<file path="src/rtl/dds_ui_pkg.sv">
// rtl/dds_ui_pkg.sv - shared front-panel key indices, repeat FSM encoding and digit width
package dds_ui_pkg;

    localparam int DIGIT_W = 4;

    localparam int BTN_INC  = 0;
    localparam int BTN_UP   = 1;
    localparam int BTN_DEC  = 2;
    localparam int BTN_DOWN = 3;
    localparam int BTN_CLR  = 4;

    typedef enum logic [1:0] {
        RPT_IDLE   = 2'd0,
        RPT_HOLD   = 2'd1,
        RPT_REPEAT = 2'd2
    } rpt_state_t;

endpackage

</file>
<file path="src/rtl/key_repeat.sv">
// rtl/key_repeat.sv - edge detect and hold-to-repeat FSM for the inc/dec key pair
module key_repeat
    import dds_ui_pkg::*;
#(
    parameter int HOLD_MS   = 500,
    parameter int REPEAT_MS = 100,
    parameter int CNT_W     = 9
) (
    input  logic clk,
    input  logic rst_n,
    input  logic tick,
    input  logic inc_level,
    input  logic dec_level,
    input  logic clear,
    output logic inc_press,
    output logic dec_press,
    output logic step_inc,
    output logic step_dec
);

    rpt_state_t       state_q, state_n;
    logic             owner_dec_q, owner_dec_n;
    logic [CNT_W-1:0] cnt_q, cnt_n;
    logic             pend_inc_q, pend_inc_n;
    logic             pend_dec_q, pend_dec_n;
    logic             inc_q, dec_q;

    logic evt_inc, evt_dec, owner_level, other_press;

    // Edge registers reset high so a key held through reset needs a fresh press.
    always_ff @(posedge clk or negedge rst_n) begin
        if (!rst_n) begin
            state_q     <= RPT_IDLE;
            owner_dec_q <= 1'b0;
            cnt_q       <= '0;
            pend_inc_q  <= 1'b0;
            pend_dec_q  <= 1'b0;
            inc_q       <= 1'b1;
            dec_q       <= 1'b1;
        end else begin
            state_q     <= state_n;
            owner_dec_q <= owner_dec_n;
            cnt_q       <= cnt_n;
            pend_inc_q  <= pend_inc_n;
            pend_dec_q  <= pend_dec_n;
            inc_q       <= inc_level;
            dec_q       <= dec_level;
        end
    end

    always_comb begin
        inc_press   = inc_level & ~inc_q;
        dec_press   = dec_level & ~dec_q;
        evt_inc     = inc_press | (pend_inc_q & inc_level);
        evt_dec     = dec_press | (pend_dec_q & dec_level);
        owner_level = owner_dec_q ? dec_level : inc_level;
        other_press = owner_dec_q ? inc_press : dec_press;
        state_n     = state_q;
        owner_dec_n = owner_dec_q;
        cnt_n       = cnt_q;
        pend_inc_n  = 1'b0;
        pend_dec_n  = 1'b0;
        step_inc    = 1'b0;
        step_dec    = 1'b0;

        case (state_q)
            RPT_IDLE: begin
                if (!clear && (evt_inc ^ evt_dec)) begin
                    step_inc    = evt_inc;
                    step_dec    = evt_dec;
                    state_n     = RPT_HOLD;
                    owner_dec_n = evt_dec;
                    cnt_n       = '0;
                end
            end
            RPT_HOLD, RPT_REPEAT: begin
                if (clear) begin
                    state_n = RPT_IDLE;
                    cnt_n   = '0;
                end else if (other_press) begin
                    // Hand the opposing press over to IDLE on the next cycle.
                    state_n    = RPT_IDLE;
                    cnt_n      = '0;
                    pend_inc_n = owner_dec_q;
                    pend_dec_n = ~owner_dec_q;
                end else if (!owner_level) begin
                    state_n = RPT_IDLE;
                    cnt_n   = '0;
                end else if (tick) begin
                    if ((state_q == RPT_HOLD   && cnt_q == CNT_W'(HOLD_MS - 1)) ||
                        (state_q == RPT_REPEAT && cnt_q == CNT_W'(REPEAT_MS - 1))) begin
                        step_inc = ~owner_dec_q;
                        step_dec = owner_dec_q;
                        state_n  = RPT_REPEAT;
                        cnt_n    = '0;
                    end else begin
                        cnt_n = cnt_q + CNT_W'(1);
                    end
                end
            end
            default: state_n = RPT_IDLE;
        endcase
    end

endmodule

</file>
<file path="src/rtl/digit_editor.sv">
// rtl/digit_editor.sv - front-panel digit array, edit cursor, blink and display outputs
module digit_editor
    import dds_ui_pkg::*;
#(
    parameter int                          NUM_DIGITS = 8,
    parameter logic [DIGIT_W-1:0]          DIGIT_MAX  = 4'hF,
    parameter logic [NUM_DIGITS*DIGIT_W-1:0] INIT_VALUE = 32'h2022214C,
    parameter int                          HOLD_MS    = 500,
    parameter int                          REPEAT_MS  = 100,
    parameter int                          BLINK_MS   = 250
) (
    input  logic                          clk,
    input  logic                          rst_n,
    input  logic                          tick_1ms,
    input  logic [4:0]                    btn_level,
    output logic [NUM_DIGITS*DIGIT_W-1:0] data_pool,
    output logic [$clog2(NUM_DIGITS)-1:0] cursor_idx,
    output logic [NUM_DIGITS-1:0]         cursor_led,
    output logic [NUM_DIGITS-1:0]         blink_mask,
    output logic                          edit_pulse
);

    localparam int CUR_W  = $clog2(NUM_DIGITS);
    localparam int MAX_A  = (HOLD_MS > REPEAT_MS) ? HOLD_MS : REPEAT_MS;
    localparam int MAX_MS = (MAX_A > BLINK_MS) ? MAX_A : BLINK_MS;
    localparam int CNT_W  = (MAX_MS > 1) ? $clog2(MAX_MS) : 1;

    logic [NUM_DIGITS*DIGIT_W-1:0] data_q, data_n;
    logic [CUR_W-1:0]              cursor_q, cursor_n;
    logic [CNT_W-1:0]              blink_cnt_q;
    logic                          blink_phase_q;
    logic                          edit_q, edit_n;
    logic                          up_q, down_q, clr_q;
    logic                          press_up, press_down, press_clr;
    logic                          press_inc, press_dec, step_inc, step_dec;
    logic                          blink_rst;
    logic [DIGIT_W-1:0]            cur_digit, new_digit;

    assign press_up   = btn_level[BTN_UP]   & ~up_q;
    assign press_down = btn_level[BTN_DOWN] & ~down_q;
    assign press_clr  = btn_level[BTN_CLR]  & ~clr_q;

    key_repeat #(
        .HOLD_MS   (HOLD_MS),
        .REPEAT_MS (REPEAT_MS),
        .CNT_W     (CNT_W)
    ) u_key_repeat (
        .clk       (clk),
        .rst_n     (rst_n),
        .tick      (tick_1ms),
        .inc_level (btn_level[BTN_INC]),
        .dec_level (btn_level[BTN_DEC]),
        .clear     (press_clr),
        .inc_press (press_inc),
        .dec_press (press_dec),
        .step_inc  (step_inc),
        .step_dec  (step_dec)
    );

    // The digit op reads the pre-move cursor; the cursor update lands on the same edge.
    always_comb begin
        cur_digit = data_q[cursor_q*DIGIT_W +: DIGIT_W];
        new_digit = cur_digit;
        if (step_inc)
            new_digit = (cur_digit == DIGIT_MAX) ? '0 : cur_digit + DIGIT_W'(1);
        else if (step_dec)
            new_digit = (cur_digit == '0) ? DIGIT_MAX : cur_digit - DIGIT_W'(1);

        data_n   = data_q;
        cursor_n = cursor_q;
        edit_n   = 1'b0;
        if (press_clr) begin
            data_n = INIT_VALUE;
            edit_n = 1'b1;
        end else begin
            if (step_inc ^ step_dec) begin
                data_n[cursor_q*DIGIT_W +: DIGIT_W] = new_digit;
                edit_n = 1'b1;
            end
            if (press_up && !press_down)
                cursor_n = (cursor_q == CUR_W'(NUM_DIGITS - 1)) ? '0 : cursor_q + CUR_W'(1);
            else if (press_down && !press_up)
                cursor_n = (cursor_q == '0) ? CUR_W'(NUM_DIGITS - 1) : cursor_q - CUR_W'(1);
        end
    end

    assign blink_rst = press_inc | press_dec | press_up | press_down | press_clr;

    always_ff @(posedge clk or negedge rst_n) begin
        if (!rst_n) begin
            data_q        <= INIT_VALUE;
            cursor_q      <= '0;
            edit_q        <= 1'b0;
            blink_cnt_q   <= '0;
            blink_phase_q <= 1'b0;
            up_q          <= 1'b1;
            down_q        <= 1'b1;
            clr_q         <= 1'b1;
        end else begin
            data_q   <= data_n;
            cursor_q <= cursor_n;
            edit_q   <= edit_n;
            up_q     <= btn_level[BTN_UP];
            down_q   <= btn_level[BTN_DOWN];
            clr_q    <= btn_level[BTN_CLR];
            if (blink_rst) begin
                blink_cnt_q   <= '0;
                blink_phase_q <= 1'b0;
            end else if (tick_1ms) begin
                if (blink_cnt_q == CNT_W'(BLINK_MS - 1)) begin
                    blink_cnt_q   <= '0;
                    blink_phase_q <= ~blink_phase_q;
                end else begin
                    blink_cnt_q <= blink_cnt_q + CNT_W'(1);
                end
            end
        end
    end

    assign data_pool  = data_q;
    assign cursor_idx = cursor_q;
    assign cursor_led = {{(NUM_DIGITS-1){1'b0}}, 1'b1} << cursor_q;
    assign blink_mask = blink_phase_q ? cursor_led : '0;
    assign edit_pulse = edit_q;

endmodule

</file>
<file path="config.mk">
export PLATFORM = sky130hd
export DESIGN_NAME = digit_editor
export DESIGN_NICKNAME = d
export VERILOG_FILES = /design/src/rtl/dds_ui_pkg.sv /design/src/rtl/key_repeat.sv /design/src/rtl/digit_editor.sv
export SDC_FILE = /design/constraint.sdc
export NUM_CORES = 1
export LEC_CHECK = 0
export ABC_CLOCK_PERIOD_IN_PS = 9950
export CORE_MARGIN = 2
export CORE_UTILIZATION = 59
export CTS_CLUSTER_DIAMETER = 50
export CTS_CLUSTER_SIZE = 8
export DETAILED_ROUTE_END_ITERATION = 8
export PLACE_DENSITY = 0.86
export SLEW_MARGIN = 30
export SYNTH_ARGS = -nofsm -noshare
export SYNTH_HDL_FRONTEND = slang
export SYNTH_HIERARCHICAL = 1
export SYNTH_SLANG_ARGS = --single-unit
export TNS_END_PERCENT = 100
</file>
<file path="constraint.sdc">
create_clock -name clk -period 9.95 [get_ports clk]
set_clock_uncertainty 0.2 [all_clocks]
set_input_delay 0.995 -clock clk [delete_from_list [all_inputs] [get_ports clk]]
set_output_delay 0.995 -clock clk [all_outputs]
set_load 0.005 [all_outputs]
</file>
==> summary.txt <==
Status
  – Outcome: complete, no violations

Floorplan
  – Ports: 60
  – Die X: 86.1 µm
  – DIE AREA: 0.00742 mm²
  – Die Y: 86.1 µm
  – Row count: 29
  – Initial Util: 0.620
  – Core area: 0.00642 mm²

Final layout
  – Share of layout cells above drive strength 1: 0.121
  – Fill cells: 452
  – Nets: 495
  – Multi-input gate area: 0.00217 mm²
  – Number of diodes: 0
  – Final core utilization: 0.753
  – Layout Area Growth over Synthesis: 21.5%
  – Register area: 0.00164 mm²

Logic synthesis
  – Post-synth top area share: 0.327
  – Most common cell in the netlist: dfrtp_1
  – Number of synthesized flops with an enable pin: 0
  – Synth Cell Area: 0.00398 mm²
  – Leading area contributor after synthesis: dfrtp_1
  – Syn Area/Cell: 9.85 µm²
  – Flop and latch count out of synthesis: 65
  – Mapped Nets: 431
  – Synthesized instance count: 404
  – Commonest cells in the netlist: 52 x dfrtp_1, 37 x nand2_1, 32 x inv_1
  – Sequential share of the synthesized area: 0.413
  – YS warnings: 6
  – Post-synth ARST share: 1.00
  – Post-synth top flop: dfrtp_1
  – Synth area leaders: dfrtp_1 33%, dfstp_2 8.6%, ha_1 6.0%, nand2_1 3.5%, mux4_2 3.4%
  – Netlist cell types: 64

Route
  – Vias/cell: 6.51
  – Total Wirelength: 10700 µm
  – ANT nets after route: 0
  – Via count: 3576
  – Wirelength per Cell: 19.5 µm
  – Post-route DRC: 0
  – Total iterations of the first detailed-routing run: 5
  – Initial DRC count: 467

Timing
  – Final Slew Violations: 0
  – # setup viols final: 0
  – Final Critical Period: 4980 ps
  – Setup_tns: 0 ps
  – Unrepaired setup endpoints after global routing: false
  – Final Cycle Share: 0.501
  – Fmax: 201 MHz
  – Tightest Pin Transition: 893 ps
  – Worst setup margin: 4970 ps
  – Slew margin rel.: 0.400
  – Final Hold Viols: 0

Clock tree
  – Max clock buf depth: 2
  – Clock-pin slew on the worst setup and hold paths: 70 ps
  – Postcts setup bufs: 0
  – Clk root buf: clkbuf_8
  – CTS Sinks: 65
  – # hold bufs at CTS: 0
  – Worst skew pair latency: 360 ps
  – Total CTS buffers: 9
  – Clock tree from TritonCTS: yes
  – CTS HTree Levels: 3
  – Cts repair resizes: 0

Power and ir drop
  – Peak supply drop: 121 µV
  – Leakage Power: 2.05 nW
  – Power, Total: 0.00107 W
  – PwrDens: 222 mW/mm²

Place
  – RD Place Congestion: 0.996
  – Detailed Place HPWL: 7670 µm
  – IO Port Bufs: 59
  – Pre-CTS setup slack: 4720 ps

Global routing
  – Total grt overflow: 0
  – Total Routing Usage GR: 0.307
  – Largest net degree at the start of global routing: 66
  – First-pass GRT wire length: 17300 µm
  – Number of global-route vias before repair: 3454
  – Initial antenna violation count: 0

Setup path
  – Crit Path Category: primary input to register
  – Flop2flop setup slack: 5490 ps
  – Reg-to-reg startpoint: clr_q
  – Data required, critical path: 10050 ps
  – Worst setup startpoint: btn_level[4]
  – Crit path capture: data_pool[10]
  – RR Endpoint: data_pool[10]
  – Critical path endpoint category: register
  – Crit path DAT: 5090 ps
  – Worst Setup Start Kind: primary input
  – CP max FO: 13
  – R2r worst-path depth: 11

Worst hold path
  – Hold Crit Class: register to register

Job
  – MaxCap Viol Count: 0
## cell type report
type	count	share of cell area
multi-input combinational	298	0.448
clock buffer	13	0.0349
timing repair buffer	61	0.124
clock inverter	2	0.00776
inverter	33	0.0256
tap	77	0.0199
sequential	65	0.340
## worst min path at each step
stage	startpoint	endpoint	cells after the start
detailed placement	data_pool[29]	data_pool[29]	2
global route	data_pool[29]	data_pool[29]	2
finish	data_pool[29]	data_pool[29]	2
CTS	data_pool[29]	data_pool[29]	2
floorplan	data_pool[29]	data_pool[29]	2
global placement	data_pool[6]	data_pool[6]	2
## report_power, final
part           internal [W]  total (W)  switching [W]
Combinational      0.000194   0.000499       0.000305
Sequential         0.000292   0.000335      0.0000431
Clock              0.000135   0.000237       0.000102
## placed cells by master (no fill, tap or decap), types with 8 or more instances in the layout
cell type,count
clkdlybuf4s50_1,58
a22o_1,13
nor3_1,11
nor2b_1,9
inv_1,32
nor2_1,25
nand2_1,37
and3_1,11
dfrtp_1,52
ha_1,19
o21ai_0,18
nand3_1,8
a21oi_1,23
clkbuf_8,12
dfstp_2,13
nand2b_1,8
## critical path, cell delays in order
cell             delay (ps)
clkdlybuf4s50_1         420
nand2b_1                250
clkinv_1                450
nand2b_1                410
nor2_1                  280
nand3_1                 110
a21oi_1                 510
xnor2_1                 300
or2_1                   340
nor2_1                  530
and3_1                  320
a22o_1                  150
## kinds of logic after synthesis
kind of cell | share of synthesized area
AO/OA/AOI/OAI | 0.198
XOR/XNOR | 0.0154
adder cells (fa/ha/maj) | 0.0597
buffers and inverters | 0.0431
flip-flops | 0.413
multiplexers | 0.0638
AND/OR/NAND/NOR | 0.207
## flip-flops by register name, summed over array words and instances (netlist names), 2 cells and up
signal and count:
data_pool 32, u_key_repeat/cnt_q 9, cursor_idx 3, u_key_repeat/state_q 2, blink_cnt_q 9
## routing by layer
| layer | part of all wire | GRT usage |
|---|---|---|
| met5 | 0 | 0 |
| met3 | 0.084 | 0.0731 |
| met4 | 0.028 | 0.124 |
| met2 | 0.47 | 0.485 |
| met1 | 0.42 | 0.408 |
## through the flow
step	area (µm²)	cells	hold WS (ps)
after floorplan	3980	404	253
after global placement	4630	534	263
after detailed placement	4630	534	261
after CTS	4840	549	274
after global routing	4840	549	317
final	4840	549	281
Note: power is estimated with default switching activity, not from simulation.
